File: config.mk
export PLATFORM = sky130hd
export DESIGN_NAME = rtc_bus_master_flat
export DESIGN_NICKNAME = d
export VERILOG_FILES = /design/src/rtl/rtc_bus_pkg.sv /design/src/rtl/rtc_bus_master_if.sv /design/src/rtl/rtc_irq_sync.sv /design/src/rtl/rtc_bus_master.sv /design/src/flat_wrapper.sv
export SDC_FILE = /design/constraint.sdc
export NUM_CORES = 1
export LEC_CHECK = 0
export ABC_AREA = 1
export BUFFER_PORTS_ARGS = -buffer_cell sky130_fd_sc_hd__clkbuf_2
export CAP_MARGIN = 0
export CORE_AREA = 2 2 71 73
export CTS_CLUSTER_DIAMETER = 80
export DETAILED_ROUTE_END_ITERATION = 10
export DIE_AREA = 0 0 73 75
export PLACE_DENSITY = 0.93
export SKIP_LAST_GASP = 1
export SYNTH_ARGS = -nofsm -noshare
export SYNTH_HDL_FRONTEND = slang
export SYNTH_SLANG_ARGS = --single-unit
export TNS_END_PERCENT = 5
File: constraint.sdc
create_clock -name clk -period 4.7 [get_ports clk]
set_clock_uncertainty 0.2 [all_clocks]
set_input_delay 0.47 -clock clk [delete_from_list [all_inputs] [get_ports clk]]
set_output_delay 0.47 -clock clk [all_outputs]
set_load 0.03 [all_outputs]
File: src/rtl/rtc_bus_pkg.sv
// Shared state encoding, default strobe timing and counter sizing for the RTC bus master.
package rtc_bus_pkg;

    typedef enum logic [3:0] {
        IDLE,
        ADDR_SETUP,
        ADDR_STROBE,
        ADDR_HOLD,
        WAIT_WDATA,
        DATA_SETUP,
        DATA_STROBE,
        DATA_HOLD,
        RECOVER
    } state_t;

    localparam int DEF_T_SETUP = 2;
    localparam int DEF_T_PULSE = 4;
    localparam int DEF_T_HOLD  = 2;
    localparam int DEF_T_RECOV = 4;

    function automatic int cnt_width(input int a, input int b, input int c, input int d);
        int m;
        m = a;
        if (b > m) m = b;
        if (c > m) m = c;
        if (d > m) m = d;
        return $clog2(m + 1);
    endfunction

endpackage

File: src/rtl/rtc_bus_master_if.sv
// Command, write-data, read-data, pad and interrupt signals of the RTC bus master.
interface rtc_bus_master_if #(
    parameter int DATA_W = 8,
    parameter int LEN_W  = 4
);
    logic              cmd_valid;
    logic              cmd_ready;
    logic              cmd_write;
    logic [DATA_W-1:0] cmd_addr;
    logic [LEN_W-1:0]  cmd_len;
    logic [DATA_W-1:0] wdata;
    logic              wdata_valid;
    logic              wdata_ready;
    logic [DATA_W-1:0] rdata;
    logic              rdata_valid;
    logic              busy;
    logic              done;
    logic              cs_n;
    logic              ad;
    logic              rd_n;
    logic              wr_n;
    logic [DATA_W-1:0] bus_out;
    logic              bus_oe;
    logic [DATA_W-1:0] bus_in;
    logic              irq_n;
    logic              irq_clear;
    logic              irq_pending;

    modport master (
        input  cmd_valid, cmd_write, cmd_addr, cmd_len, wdata, wdata_valid, bus_in, irq_n, irq_clear,
        output cmd_ready, wdata_ready, rdata, rdata_valid, busy, done,
               cs_n, ad, rd_n, wr_n, bus_out, bus_oe, irq_pending
    );

    modport slave (
        output cmd_valid, cmd_write, cmd_addr, cmd_len, wdata, wdata_valid, bus_in, irq_n, irq_clear,
        input  cmd_ready, wdata_ready, rdata, rdata_valid, busy, done,
               cs_n, ad, rd_n, wr_n, bus_out, bus_oe, irq_pending
    );
endinterface

File: src/rtl/rtc_irq_sync.sv
// Two-flop synchroniser on the async active-low RTC interrupt; a synchronised falling edge
// sets a sticky flag, cleared by irq_clear (set wins). Flag rises 3 cycles after the pin falls.
module rtc_irq_sync (
    input  logic clk,
    input  logic reset,
    input  logic irq_n,
    input  logic irq_clear,
    output logic irq_pending
);
    logic [2:0] r_sync;
    logic       r_pending;
    logic       w_fall;

    // r_sync[1:0] is the synchroniser, r_sync[2] only delays it for edge detection
    assign w_fall      = r_sync[2] & ~r_sync[1];
    assign irq_pending = r_pending;

    always_ff @(posedge clk or posedge reset) begin
        if (reset) begin
            r_sync    <= 3'b111;
            r_pending <= 1'b0;
        end else begin
            r_sync <= {r_sync[1:0], irq_n};
            if (w_fall)
                r_pending <= 1'b1;
            else if (irq_clear)
                r_pending <= 1'b0;
        end
    end
endmodule

File: src/rtl/rtc_bus_master.sv
// Burst master for the RTC multiplexed AD bus: one command = cmd_len+1 beats, each beat
// address-latch then data strobe with programmable timing; commands are ignored while busy.
module rtc_bus_master
    import rtc_bus_pkg::*;
#(
    parameter int DATA_W  = 8,
    parameter int LEN_W   = 4,
    parameter int T_SETUP = DEF_T_SETUP,
    parameter int T_PULSE = DEF_T_PULSE,
    parameter int T_HOLD  = DEF_T_HOLD,
    parameter int T_RECOV = DEF_T_RECOV
) (
    input  logic clk,
    input  logic reset,
    rtc_bus_master_if.master bus
);
    localparam int CNT_W     = cnt_width(T_SETUP, T_PULSE, T_HOLD, T_RECOV);
    localparam bit RECOV_ONE = (T_RECOV == 1);

    state_t            r_state;
    logic [CNT_W-1:0]  r_cnt;
    logic [DATA_W-1:0] r_addr;
    logic [DATA_W-1:0] r_rdata;
    logic [DATA_W-1:0] r_bus_out;
    logic [LEN_W-1:0]  r_left;
    logic              r_write;
    logic              r_cs_n, r_ad, r_rd_n, r_wr_n, r_oe;
    logic              r_rdata_valid, r_done, r_busy, r_cmd_ready;

    logic              w_cnt_zero, w_last_beat, w_wdata_take, w_done_next, w_irq_pending;
    logic [DATA_W-1:0] w_next_addr;

    assign w_cnt_zero   = (r_cnt == '0);
    assign w_last_beat  = (r_left == '0);
    assign w_next_addr  = r_addr + DATA_W'(1);
    // Write data is taken in the last ADDR_HOLD cycle when already present, so WAIT_WDATA costs nothing
    assign w_wdata_take = r_write && bus.wdata_valid &&
                          ((r_state == ADDR_HOLD && w_cnt_zero) || r_state == WAIT_WDATA);
    assign w_done_next  = w_last_beat &&
                          ((r_state == DATA_HOLD && w_cnt_zero && RECOV_ONE) ||
                           (r_state == RECOVER && r_cnt == CNT_W'(1)));

    always_ff @(posedge clk or posedge reset) begin
        if (reset) begin
            r_state       <= IDLE;
            r_cnt         <= '0;
            r_addr        <= '0;
            r_rdata       <= '0;
            r_bus_out     <= '0;
            r_left        <= '0;
            r_write       <= 1'b0;
            r_cs_n        <= 1'b1;
            r_ad          <= 1'b1;
            r_rd_n        <= 1'b1;
            r_wr_n        <= 1'b1;
            r_oe          <= 1'b0;
            r_rdata_valid <= 1'b0;
            r_done        <= 1'b0;
            r_busy        <= 1'b0;
            r_cmd_ready   <= 1'b1;
        end else begin
            r_rdata_valid <= 1'b0;
            r_done        <= w_done_next;
            if (!w_cnt_zero)
                r_cnt <= r_cnt - CNT_W'(1);
            case (r_state)
                IDLE: if (bus.cmd_valid) begin
                    r_addr      <= bus.cmd_addr;
                    r_left      <= bus.cmd_len;
                    r_write     <= bus.cmd_write;
                    r_busy      <= 1'b1;
                    r_cmd_ready <= 1'b0;
                    r_state     <= ADDR_SETUP;
                    r_cnt       <= CNT_W'(T_SETUP - 1);
                    r_cs_n      <= 1'b0;
                    r_ad        <= 1'b0;
                    r_oe        <= 1'b1;
                    r_bus_out   <= bus.cmd_addr;
                end
                ADDR_SETUP: if (w_cnt_zero) begin
                    r_state <= ADDR_STROBE;
                    r_cnt   <= CNT_W'(T_PULSE - 1);
                    r_wr_n  <= 1'b0;
                end
                ADDR_STROBE: if (w_cnt_zero) begin
                    r_state <= ADDR_HOLD;
                    r_cnt   <= CNT_W'(T_HOLD - 1);
                    r_wr_n  <= 1'b1;
                end
                ADDR_HOLD, WAIT_WDATA: if (r_state == WAIT_WDATA || w_cnt_zero) begin
                    r_ad <= 1'b1;
                    if (!r_write || w_wdata_take) begin
                        r_state   <= DATA_SETUP;
                        r_cnt     <= CNT_W'(T_SETUP - 1);
                        r_oe      <= r_write;
                        if (r_write)
                            r_bus_out <= bus.wdata;
                    end else begin
                        r_state <= WAIT_WDATA;
                        r_oe    <= 1'b0;
                    end
                end
                DATA_SETUP: if (w_cnt_zero) begin
                    r_state <= DATA_STROBE;
                    r_cnt   <= CNT_W'(T_PULSE - 1);
                    r_rd_n  <= r_write;
                    r_wr_n  <= !r_write;
                end
                DATA_STROBE: if (w_cnt_zero) begin
                    r_state <= DATA_HOLD;
                    r_cnt   <= CNT_W'(T_HOLD - 1);
                    r_rd_n  <= 1'b1;
                    r_wr_n  <= 1'b1;
                    if (!r_write) begin
                        r_rdata       <= bus.bus_in;
                        r_rdata_valid <= 1'b1;
                    end
                end
                DATA_HOLD: if (w_cnt_zero) begin
                    r_state <= RECOVER;
                    r_cnt   <= CNT_W'(T_RECOV - 1);
                    r_cs_n  <= 1'b1;
                    r_oe    <= 1'b0;
                end
                RECOVER: if (w_cnt_zero) begin
                    if (!w_last_beat) begin
                        r_left    <= r_left - LEN_W'(1);
                        r_addr    <= w_next_addr;
                        r_state   <= ADDR_SETUP;
                        r_cnt     <= CNT_W'(T_SETUP - 1);
                        r_cs_n    <= 1'b0;
                        r_ad      <= 1'b0;
                        r_oe      <= 1'b1;
                        r_bus_out <= w_next_addr;
                    end else begin
                        r_state     <= IDLE;
                        r_busy      <= 1'b0;
                        r_cmd_ready <= 1'b1;
                    end
                end
                default: r_state <= IDLE;
            endcase
        end
    end

    rtc_irq_sync u_irq (
        .clk         (clk),
        .reset       (reset),
        .irq_n       (bus.irq_n),
        .irq_clear   (bus.irq_clear),
        .irq_pending (w_irq_pending)
    );

    assign bus.cmd_ready   = r_cmd_ready;
    assign bus.wdata_ready = w_wdata_take;
    assign bus.rdata       = r_rdata;
    assign bus.rdata_valid = r_rdata_valid;
    assign bus.busy        = r_busy;
    assign bus.done        = r_done;
    assign bus.cs_n        = r_cs_n;
    assign bus.ad          = r_ad;
    assign bus.rd_n        = r_rd_n;
    assign bus.wr_n        = r_wr_n;
    assign bus.bus_out     = r_bus_out;
    assign bus.bus_oe      = r_oe;
    assign bus.irq_pending = w_irq_pending;
endmodule

File: src/flat_wrapper.sv
// flat-port wrapper written by rule: the top's interface ports become plain ports
module rtc_bus_master_flat import rtc_bus_pkg::*;
#(
    parameter int DATA_W  = 8,
    parameter int LEN_W   = 4,
    parameter int T_SETUP = DEF_T_SETUP,
    parameter int T_PULSE = DEF_T_PULSE,
    parameter int T_HOLD  = DEF_T_HOLD,
    parameter int T_RECOV = DEF_T_RECOV
)
  (clk, reset, bus_cmd_valid, bus_cmd_write, bus_cmd_addr, bus_cmd_len, bus_wdata, bus_wdata_valid, bus_bus_in, bus_irq_n, bus_irq_clear, bus_cmd_ready, bus_wdata_ready, bus_rdata, bus_rdata_valid, bus_busy, bus_done, bus_cs_n, bus_ad, bus_rd_n, bus_wr_n, bus_bus_out, bus_bus_oe, bus_irq_pending);
  rtc_bus_master_if #(.DATA_W(DATA_W), .LEN_W(LEN_W)) bus_i ();
  input  logic clk;
  input  logic reset;
  input wire logic [$bits(bus_i.cmd_valid)-1:0] bus_cmd_valid;
  input wire logic [$bits(bus_i.cmd_write)-1:0] bus_cmd_write;
  input wire logic [$bits(bus_i.cmd_addr)-1:0] bus_cmd_addr;
  input wire logic [$bits(bus_i.cmd_len)-1:0] bus_cmd_len;
  input wire logic [$bits(bus_i.wdata)-1:0] bus_wdata;
  input wire logic [$bits(bus_i.wdata_valid)-1:0] bus_wdata_valid;
  input wire logic [$bits(bus_i.bus_in)-1:0] bus_bus_in;
  input wire logic [$bits(bus_i.irq_n)-1:0] bus_irq_n;
  input wire logic [$bits(bus_i.irq_clear)-1:0] bus_irq_clear;
  output wire logic [$bits(bus_i.cmd_ready)-1:0] bus_cmd_ready;
  output wire logic [$bits(bus_i.wdata_ready)-1:0] bus_wdata_ready;
  output wire logic [$bits(bus_i.rdata)-1:0] bus_rdata;
  output wire logic [$bits(bus_i.rdata_valid)-1:0] bus_rdata_valid;
  output wire logic [$bits(bus_i.busy)-1:0] bus_busy;
  output wire logic [$bits(bus_i.done)-1:0] bus_done;
  output wire logic [$bits(bus_i.cs_n)-1:0] bus_cs_n;
  output wire logic [$bits(bus_i.ad)-1:0] bus_ad;
  output wire logic [$bits(bus_i.rd_n)-1:0] bus_rd_n;
  output wire logic [$bits(bus_i.wr_n)-1:0] bus_wr_n;
  output wire logic [$bits(bus_i.bus_out)-1:0] bus_bus_out;
  output wire logic [$bits(bus_i.bus_oe)-1:0] bus_bus_oe;
  output wire logic [$bits(bus_i.irq_pending)-1:0] bus_irq_pending;
  assign bus_i.cmd_valid = bus_cmd_valid;
  assign bus_i.cmd_write = bus_cmd_write;
  assign bus_i.cmd_addr = bus_cmd_addr;
  assign bus_i.cmd_len = bus_cmd_len;
  assign bus_i.wdata = bus_wdata;
  assign bus_i.wdata_valid = bus_wdata_valid;
  assign bus_i.bus_in = bus_bus_in;
  assign bus_i.irq_n = bus_irq_n;
  assign bus_i.irq_clear = bus_irq_clear;
  assign bus_cmd_ready = bus_i.cmd_ready;
  assign bus_wdata_ready = bus_i.wdata_ready;
  assign bus_rdata = bus_i.rdata;
  assign bus_rdata_valid = bus_i.rdata_valid;
  assign bus_busy = bus_i.busy;
  assign bus_done = bus_i.done;
  assign bus_cs_n = bus_i.cs_n;
  assign bus_ad = bus_i.ad;
  assign bus_rd_n = bus_i.rd_n;
  assign bus_wr_n = bus_i.wr_n;
  assign bus_bus_out = bus_i.bus_out;
  assign bus_bus_oe = bus_i.bus_oe;
  assign bus_irq_pending = bus_i.irq_pending;
  rtc_bus_master #(.DATA_W(DATA_W), .LEN_W(LEN_W), .T_SETUP(T_SETUP), .T_PULSE(T_PULSE), .T_HOLD(T_HOLD), .T_RECOV(T_RECOV)) u_core (.clk(clk), .reset(reset), .bus(bus_i));
endmodule
* Word level (Yosys, flattened, before mapping)
Index checks and enable logic that the tools add are counted.
** Operators by class
- Add/sub/neg operators :: 3
- Eq/ne operators :: 22
- Muxes and demuxes :: 61
- Bitwise operators :: 3
- Reduce and logical (&&, ||, !) cells :: 33
** Operator list (count)
- 8-bit two-way mux :: 6
- 4-bit two-way mux :: 11
- 4-bit case mux with 8 select lines :: 1
- 1-bit two-way mux :: 24
- 3-bit two-way mux :: 8
- 8-bit case mux with 3 select lines :: 1
- 2-bit by 1-bit inequality test with 1-bit output (second input constant) :: 11
- 4-bit by 3-bit == test with 1-bit output (second input constant) :: 4
- 8-bit case mux with 2 select lines :: 1
- 3-bit case mux with 5 select lines :: 1
- 4-bit AND reduction :: 3
- 5-bit AND reduction :: 2
- 1-bit case mux with 3 select lines :: 3
- 3-bit nonzero test :: 3
- 8-bit by 1-bit adder with 8-bit output (second input constant) :: 1
- 4-bit by 2-bit == test with 1-bit output (second input constant) :: 2
- 4-bit logical NOT :: 2
- 4-bit case mux with 2 select lines :: 1
- 8-bit AND reduction :: 1
- 7-bit AND reduction :: 1
- 1-bit case mux with 2 select lines :: 3
- 3-bit AND reduction :: 2
- 6-bit AND reduction :: 1
- 2-bit nonzero test :: 3
- 17 further kinds :: 26
** Storage, ports and cells
- Register bits after elaboration :: 49
- Output and inout bits :: 27
- Word-level logic and storage cells :: 140

* Longest topological paths before layout
Gate-level depths: netlist (run 1).
- Word-level depth :: 8
- Mapped depth :: 14
- Depth with buffers taken out :: 13

* Modules after synthesis
From an unflattened synthesis (run 1), not the netlist that was laid out.
** Second synthesis, totals
- Cell total of the unflattened synthesis :: 352
- Area, all modules :: 2698.8 um2
** By module, submodules not included
- rtc_bus_master :: instances 1, cells each 342, area an instance 2572.5 um2, seq. area each 1132.3 um2
- rtc_irq_sync :: instances 1, cells each 10, area an instance 126.4 um2, seq. area each 103.8 um2

* Worst setup path after synthesis (run 1)
Ideal clock, no wire load.
- Path kind :: register to register
- Start point :: reg u_core.r_cnt[0]
- End point :: reg u_core.r_bus_out[3], in the netlist u_core.bus.bus_out[3]
- Library setup time :: 122 ps
- Arrival :: 1658 ps
- Data required time :: 4378 ps
- Slack :: 2720 ps
- Stages on the path, launching flop included :: 13
- Period minus slack after synthesis :: 1980 ps
- Path through :: dfrtp_1 > inv_1 > ha_1 > inv_1 > nor2_4 > nand3_1 > nand2_1 > nand2_1 > inv_1 > o211ai_2 > buf_4 > nand2_1 > o21ai_1
** Between the ends
- Longest elaborated chain between the ends :: 7
- Elaborated cells between the ends (all ways) :: 10
- Classes of those cells :: 3 x eq/ne; 7 x reduce/logical
** RTL lines
- start: declaration :: line rtc_bus_master.sv:21 : logic [CNT_W-1:0] r_cnt;
- start signal: assignment :: line rtc_bus_master.sv:65 : r_cnt <= r_cnt - CNT_W'(1);
- start signal: assignment :: line rtc_bus_master.sv:74 : r_cnt <= CNT_W'(T_SETUP - 1);
- start signal: assignment :: line rtc_bus_master.sv:82 : r_cnt <= CNT_W'(T_PULSE - 1);
- 3-bit logical NOT :: line rtc_bus_master.sv:33 : assign w_cnt_zero = (r_cnt == '0);
- 1-bit logical AND :: line rtc_bus_master.sv:38 : ((r_state == ADDR_HOLD && w_cnt_zero) || r_state == WAIT_WDATA);
- 1-bit logical OR :: line rtc_bus_master.sv:38
- 1-bit logical AND :: line rtc_bus_master.sv:37 : assign w_wdata_take = r_write && bus.wdata_valid &&
- named net bus_wdata_ready :: line flat_wrapper.sv:25 : output wire logic [$bits(bus_i.wdata_ready)-1:0] bus_wdata_ready;
- 1-bit logical OR :: line rtc_bus_master.sv:92 : if (!r_write || w_wdata_take) begin
- 2-bit by 1-bit inequality test with 1-bit output (no source line)
- 7-bit AND reduction (no source line)
- end signal: assignment :: line rtc_bus_master.sv:78 : r_bus_out <= bus.cmd_addr;
- end signal: assignment :: line rtc_bus_master.sv:97 : r_bus_out <= bus.wdata;
- end signal: assignment :: line rtc_bus_master.sv:134 : r_bus_out <= w_next_addr;
- end: declaration :: line rtc_bus_master.sv:24 : logic [DATA_W-1:0] r_bus_out;
The timed path passes the listed nets, and every way through them passes these cells.
A chain may end at the register's enable or synchronous reset.

* Worst setup path after layout (run 1)
- Start point :: reg u_core.r_cnt[0]
- End point :: out bus_wdata_ready
** Between the ends
- Longest elaborated chain between the ends :: 4
** RTL lines (line)
- 3-bit logical NOT :: rtc_bus_master.sv:33
- 1-bit logical AND :: rtc_bus_master.sv:38
- 1-bit logical OR :: rtc_bus_master.sv:38
- 1-bit logical AND :: rtc_bus_master.sv:37
- end: declaration :: flat_wrapper.sv:25
Every way passes these cells.

==> impl_results.md, run 1 <==
* Critical path arrival at 1.85 ns
* Mean routed wirelength per cell at 12.2 um
* Final count of hold timing violations at 0
* Crit path launch: u_core.r_cnt[0]
* Worst-case headroom to the max-slew limit at 34.3%
* Floorplan die height at 75 um
* Final setup vio count at 0
* Clock-pin slew of the registers on the worst-case setup and hold paths at 0.09 ns
* Setup crit start kind: flop
* End of the critical path: bus_wdata_ready
* Power per unit of standard cell area at 661 mW/mm^2
* DIE AREA at 0.00548 sq mm
* Total of max-cap violations at 0
* Core box area at 0.00466 sq mm
* Worst vdd ir at 0.000319 V
* Horiz. Die Dim at 73 um
* Cell Rows at 25
* Number of search-and-repair iterations in the first detailed-routing pass at 4
* Hold/Removal Path Class: primary input to flop
* Effective utilization at floorplan at 57.0%
* PnR Total Power at 2.04 mW
* Number of warning messages in the yosys log at 0
* Largest driver fanout on the critical path at 8
* Number of vias after detailed routing at 2429
* Minimum clock period at 2.52 ns
* Buffer cell driving the clock tree root: clkbuf_8
* Asr flop ratio synth at 100%
* CTS hold repair buffers at 0
* Post-detailed-placement half-perimeter wirelength at 4450 um
* Share of post-route cells with drive strength above 1 at 23.5%
* Unrepaired setup endpoints after global routing: false
* Fraction of met1 tracks used by global routing at 31.5%
* Number of sinks driven by the clock tree at 49
* Critical path type: flop to output pin
* Yosys reg bits at 49
* Count of boundary I/O pins at 62
* Global Route Usage Sum at 23.3%
* Worst reg2reg path startpoint: u_core.r_cnt[0]
* Final clock period utilization by the worst path at 53.6%
* Pin slew with the least headroom to its limit at 0.984 ns
* Via density per instance at 5.16
* Net count reported at finish at 457
* Sequential area share after synthesis at 46.5%
* Number of enable flip-flop cells after synthesis at 0
* Synth Net Count at 396
* Number of antenna violations at the first check in global routing at 0
* H-tree depth at 2
* Dominant synthesized flop cell: dfrtp_1
* Most Crowded Layer GR: met2
* Flop2flop setup slack at 2.27 ns
* Cell area after synthesis at 0.00266 sq mm
* Via count of the first global-routing pass at 2277
* Number of input and output port buffers inserted at 61
* Antenna-violating nets left at 0
* Count of filler cells inserted in the layout at 397
* Gates resized, CTS repair at 0
* Residual DRC count at 0
* Post-CTS Setup Inserts at 0
* Routability congestion estimate at 0.890
* Average footprint of a synthesized cell at 7.49 sq um
* Number of distinct library cells after synthesis at 31
* Global Route met3 Usage at 6.29%
* Layout overhead on the synthesized area at 16.2%
* Reg2Reg Capture Point: u_core.r_addr[1]
* Count of pins over their slew limit at 0
* Number of buffers on the longest clock path at 2
* Final sum of negative setup slack at 0 ns
* TritonCTS clock tree: yes
* Detailed Route WL at 5730 um
* Met2 global-route usage at 36.6%
* Leak pwr at 1.72 nW
* Total CTS buffers at 5
* Required @ worst endpoint at 4.03 ns
* Largest net degree at the start of global routing at 50
* Endpoint kind of the worst setup timing path: output pin
* Clock Latency Late Sink at 0.30 ns
* Number of antenna diodes at 0
* Depth of the worst register-to-register path at 11
* Overall overflow remaining after global route at 0
* Outcome: completed
* Global-route wire length before repair at 9850 um
* Initial DRC count at 195
* Synthesized instance count at 355
* Upper clock frequency limit at 397 MHz
-- report_power, final --
group          switching (mW)  internal [mW]
Sequential              0.106          0.590
Combinational           0.714          0.318
Clock                   0.142          0.173
Total                   0.961           1.08
-- worst max-delay path, stage by stage, from the launching register on --
cell and delay, ns:
dfrtp_1 0.41, inv_1 0.11, ha_1 0.17, inv_1 0.06, nor2_4 0.17, nand3_1 0.12
nand2_1 0.11, nand2_1 0.07, inv_1 0.11, clkbuf_2 0.23
-- kinds of logic after synthesis --
group           after synthesis  synth area share [%]
flops                        49                  46.5
buf+inv                      49                  8.38
simple gates                201                  31.5
compound gates               50                  10.8
fa+ha+maj                     6                  2.82
-- Yosys cell counts, types with 4 or more instances --
cell type / instances / area, sq um
nand2_1: 142 / 533
dfrtp_1: 41 / 1030
inv_1: 37 / 139
nor2_1: 26 / 97.6
nand3_1: 19 / 95.1
o21ai_0: 16 / 80.1
o21ai_1: 13 / 65.1
a21oi_1: 10 / 50.1
dfstp_2: 8 / 210
ha_1: 6 / 75.1
buf_6: 4 / 45.0
nor2_2: 4 / 25.0
nor2_4: 4 / 45.0
-- worst min-delay path by stage --
stage                                       from                endpoint  slack (ns)  cells after the start
after floorplan           u_core.u_irq.r_sync[0]  u_core.u_irq.r_sync[1]        0.15                      0
after global placement    u_core.u_irq.r_sync[0]  u_core.u_irq.r_sync[1]        0.15                      0
after detailed placement  u_core.u_irq.r_sync[0]  u_core.u_irq.r_sync[1]        0.15                      0
after CTS                              bus_irq_n  u_core.u_irq.r_sync[0]        0.03                      1
after global routing                   bus_irq_n  u_core.u_irq.r_sync[0]        0.02                      1
final                                  bus_irq_n  u_core.u_irq.r_sync[0]        0.04                      1
-- layer usage --
metal  up-vias  part of all wire (%)
met5         -                     0
met4         0                   1.3
met3        10                   6.1
met2        72                    48
met1      1111                    45
li1       1236                     -
-- cell type report --
class / instances / area [sq um] / share of cell area (%)
tap: 54 / 67.6 / 2.19
timing repair buffer: 61 / 305 / 9.88
sequential: 49 / 1240 / 40.0
clock buffer: 6 / 82.6 / 2.67
inverter: 42 / 160 / 5.18
clock inverter: 2 / 37.5 / 1.22
multi-input combinational: 257 / 1200 / 38.8
-- sequential cells by signal (all words and copies together), names as in the netlist --
| signal | cells |
|---|---|
| u_core.r_cnt | 3 |
| u_core.bus.bus_oe | 1 |
| u_core.u_irq.r_sync | 3 |
| u_core.bus.wr_n | 1 |
| u_core.bus.rdata | 8 |
| u_core.bus.ad | 1 |
| u_core.r_write | 1 |
| u_core.r_state | 4 |
| u_core.u_irq.irq_pending | 1 |
| u_core.r_addr | 8 |
| u_core.bus.done | 1 |
| u_core.bus.busy | 1 |
| u_core.bus.bus_out | 8 |
| u_core.bus.rdata_valid | 1 |
| u_core.r_left | 4 |
| u_core.bus.cmd_ready | 1 |
| u_core.bus.cs_n | 1 |
| u_core.bus.rd_n | 1 |
-- placed cells by master, fill, tap and decap left out --
master      count
nor3b_1         1
clkbuf_8        6
clkinvlp_4      1
ha_1            6
a22oi_1         1
bufinv_16       1
a21oi_2         1
nor3_1          1
inv_4           1
o211ai_1        1
dfstp_2         8
inv_1          36
nor2_4          4
o22ai_1         1
nor2_1         26
o211ai_2        2
o21ai_0        16
o31ai_1         1
nand2_4         1
dfrtp_1        41
nand2_1       142
nand3_1        19
o21bai_1        1
clkbuf_2       61
nor2_2          4
o21ai_1        13
clkinv_1        1
inv_2           4
a31oi_1         2
nand2_2         3
a21oi_1        10
o21ai_2         1
-- per-stage QoR --
step / util [%] / cells / worst slack (ns) / hold slack [ns] / area (sq um)
finish: 66.3 / 471 / 2.18 / 0.0387 / 3090
CTS: 66.3 / 471 / 2.16 / 0.0337 / 3090
global placement: 63.7 / 463 / 2.45 / 0.149 / 2970
detailed placement: 63.7 / 463 / 2.29 / 0.152 / 2970
floorplan: - / 355 / 2.72 / 0.145 / 2660
global route: 66.3 / 471 / 2.02 / 0.0239 / 3090
No activity file was read; power rests on OpenSTA's default activity.
==> run 2: changes to the inputs <==
CORE_AREA = 2 2 78 80   (was 2 2 71 73)
DIE_AREA = 0 0 80 82   (was 0 0 73 75)
PLACE_DENSITY = 0.83   (was 0.93)
clock period = 2.3 ns   (was 4.7 ns; I/O delays follow)
==> run 2 against run 1 <==
  * Total power increased by 110%
  * Hold slack improved by 0.0048 ns
  * Cell area increased by 6.7%
  * Die area increased by 20%
  * Global-route usage decreased by 3.3 points
  * Register-to-register slack got worse by 2.1 ns
  * Sequential share of layout area decreased by 2.5 points
  * Largest cell class unchanged
  * Sequential cell count unchanged
  * Non-clock buffer count increased by 20
  * First-iteration DRC count decreased by 38%
==> impl_results.md, run 2 (synthesis results as in run 1) <==
* Clock-pin slew of the registers on the worst-case setup and hold paths at 0.09 ns
* Overall overflow remaining after global route at 0
* Final hold slack at 0.0435 ns
* Most common cell after layout, fill and taps aside: nand2_1
* Final count of hold timing violations at 0
* Pin slew with the least headroom to its limit at 0.767 ns
* Minimum clock period at 2.22 ns
* Largest driver fanout on the critical path at 4
* Final sum of negative setup slack at 0 ns
* Cell Rows at 28
* Number of sinks driven by the clock tree at 49
* H-tree depth at 2
* Number of search-and-repair iterations in the first detailed-routing pass at 4
* TritonCTS clock tree: yes
* Endpoint kind of the worst setup timing path: output pin
* Leak pwr at 1.81 nW
* Worst-case headroom to the max-slew limit at 48.8%
* Count of boundary I/O pins at 62
* Core box area at 0.00575 sq mm
* Slowest stage cell on the critical path: dfrtp_1
* Residual DRC count at 0
* Via density per instance at 4.88
* Routability congestion estimate at 0.914
* Initial DRC count at 121
* Horiz. Die Dim at 80 um
* Global-route wire length before repair at 10300 um
* Worst vdd ir at 0.000606 V
* Final clock period utilization by the worst path at 96.4%
* Total of max-cap violations at 0
* Highest cell delay on the worst timing path at 0.41 ns
* Number of vias after detailed routing at 2498
* Buffer cell driving the clock tree root: clkbuf_8
* Hold/Removal Path Class: primary input to flop
* Unrepaired setup endpoints after global routing: true
* Cell type with the highest occurrence count on the critical path: inv_1
* Antenna-violating nets left at 0
* Via count of the first global-routing pass at 2412
* Global Route Usage Sum at 20.0%
* Worst hold stages at 5
* Total CTS buffers at 5
* Number of antenna violations at the first check in global routing at 0
* DIE AREA at 0.00656 sq mm
* Upper clock frequency limit at 451 MHz
* Setup crit start kind: flop
* Buffering stage count on the worst path with inverters included at 4
* Outcome: completed
* Worst min-delay path startpoint: bus_cmd_len[2]
* Number of input and output port buffers inserted at 61
* Floorplan die height at 82 um
* Power per unit of standard cell area at 1290 mW/mm^2
* Count of pins over their slew limit at 0
* Most frequent cells in the layout: 142 x nand2_1, 60 x clkbuf_2, 41 x dfrtp_1
* Depth of the worst register-to-register path at 12
* Final setup vio count at 0
* Flop2flop setup slack at 0.19 ns
* Mean routed wirelength per cell at 11.7 um
* Layout overhead on the synthesized area at 24.0%
* Crit path max-delay family: buffers and inverters
* Critical path arrival at 1.79 ns
* Required @ worst endpoint at 1.87 ns
* Critical path type: flop to output pin
* Clock Latency Late Sink at 0.31 ns
* Largest net degree at the start of global routing at 40
* Net count reported at finish at 477
* Post-detailed-placement half-perimeter wirelength at 4560 um
* Share of post-route cells with drive strength above 1 at 24.5%
* Detailed Route WL at 5990 um
* Reg2Reg Capture Point: u_core.bus.bus_out[7]
* Worst reg2reg path startpoint: u_core.r_cnt[0]
* Cells along the critical path: inv_1, ha_1, inv_1, nor2_4, nand3_1, nand2_1, nand2_1, inv_1, buf_2
* Effective utilization at floorplan at 46.3%
* Worst-case hold path end point: u_core.r_left[2]
* Number of buffers on the longest clock path at 2
* Number of antenna diodes at 0
## run 2: changes by cell type in the layout (fill, tap and decap cells not counted), sizes merged
| cell | before | now |
|---|---|---|
| buf | 0 | 9 |
| dlygate4sd3 | 0 | 12 |
| clkbuf | 67 | 66 |
## run 2: final cells by class
class / instances / area, sq um
fillers: 531 / 2450
well taps: 75 / 93.8
repair buffers: 81 / 485
inverters: 42 / 160
clock buffers: 6 / 82.6
clock inverters: 2 / 37.5
multi-input cells: 257 / 1200
flip-flops and latches: 49 / 1240
## run 2: how the worst max path moves through the flow
| stage | start | to | depth (start not counted) |
|---|---|---|---|
| after floorplan | u_core.r_cnt[0] | u_core.bus.bus_out[3] | 12 |
| after global placement | u_core.r_cnt[0] | u_core.bus.bus_out[7] | 12 |
| after detailed placement | u_core.r_cnt[0] | u_core.bus.bus_out[7] | 12 |
| after CTS | u_core.r_cnt[0] | bus_wdata_ready | 9 |
| after global routing | u_core.r_cnt[0] | bus_wdata_ready | 9 |
| final | u_core.r_cnt[0] | bus_wdata_ready | 9 |
## run 2: what timing repair did
| action | CTS | global route |
|---|---|---|
| hold buffers | 12 | 0 |
| endpoints found under the setup margin | 0 | 18 |
| hold endpoints to repair | 40 | 0 |
| resized for setup | 0 | 2 |
| setup buffers | 0 | 1 |
## run 2: where the power goes
group / switching [mW] / internal, mW
registers: 0.222 / 1.21
logic: 1.47 / 0.721
clock network: 0.285 / 0.353
total: 1.97 / 2.28
## run 2: layer usage
layer  track usage (%)  vias up  share of wire, %
li1                  -     1275                 -
met1              24.3     1128                43
met2              35.5       85                50
met3              4.95       10               6.0
met4              5.25        0               1.6
met5                 0        -                 0
## run 2: stage by stage
step	setup slack, ns	utilization [%]	area (sq um)	cells	total power, mW
after floorplan	0.320	-	2660	355	3.08
after global placement	0.231	53.0	3050	491	3.51
after detailed placement	0.125	53.0	3050	491	3.59
after CTS	0.0100	57.2	3290	511	4.25
after global routing	-0.0336	57.4	3300	512	4.67
final	0.0832	57.4	3300	512	4.26
## run 2: worst reg2reg max path, cell delays in order, from the launching register on
cell and delay (ns):
dfrtp_1 0.39, inv_1 0.09, ha_1 0.21, inv_1 0.09, nor2_4 0.06, nand3_1 0.09
nand2_1 0.08, nand2_1 0.08, inv_1 0.07, o211ai_2 0.37, inv_2 0.13, nand2_1 0.10
nand2_1 0.05
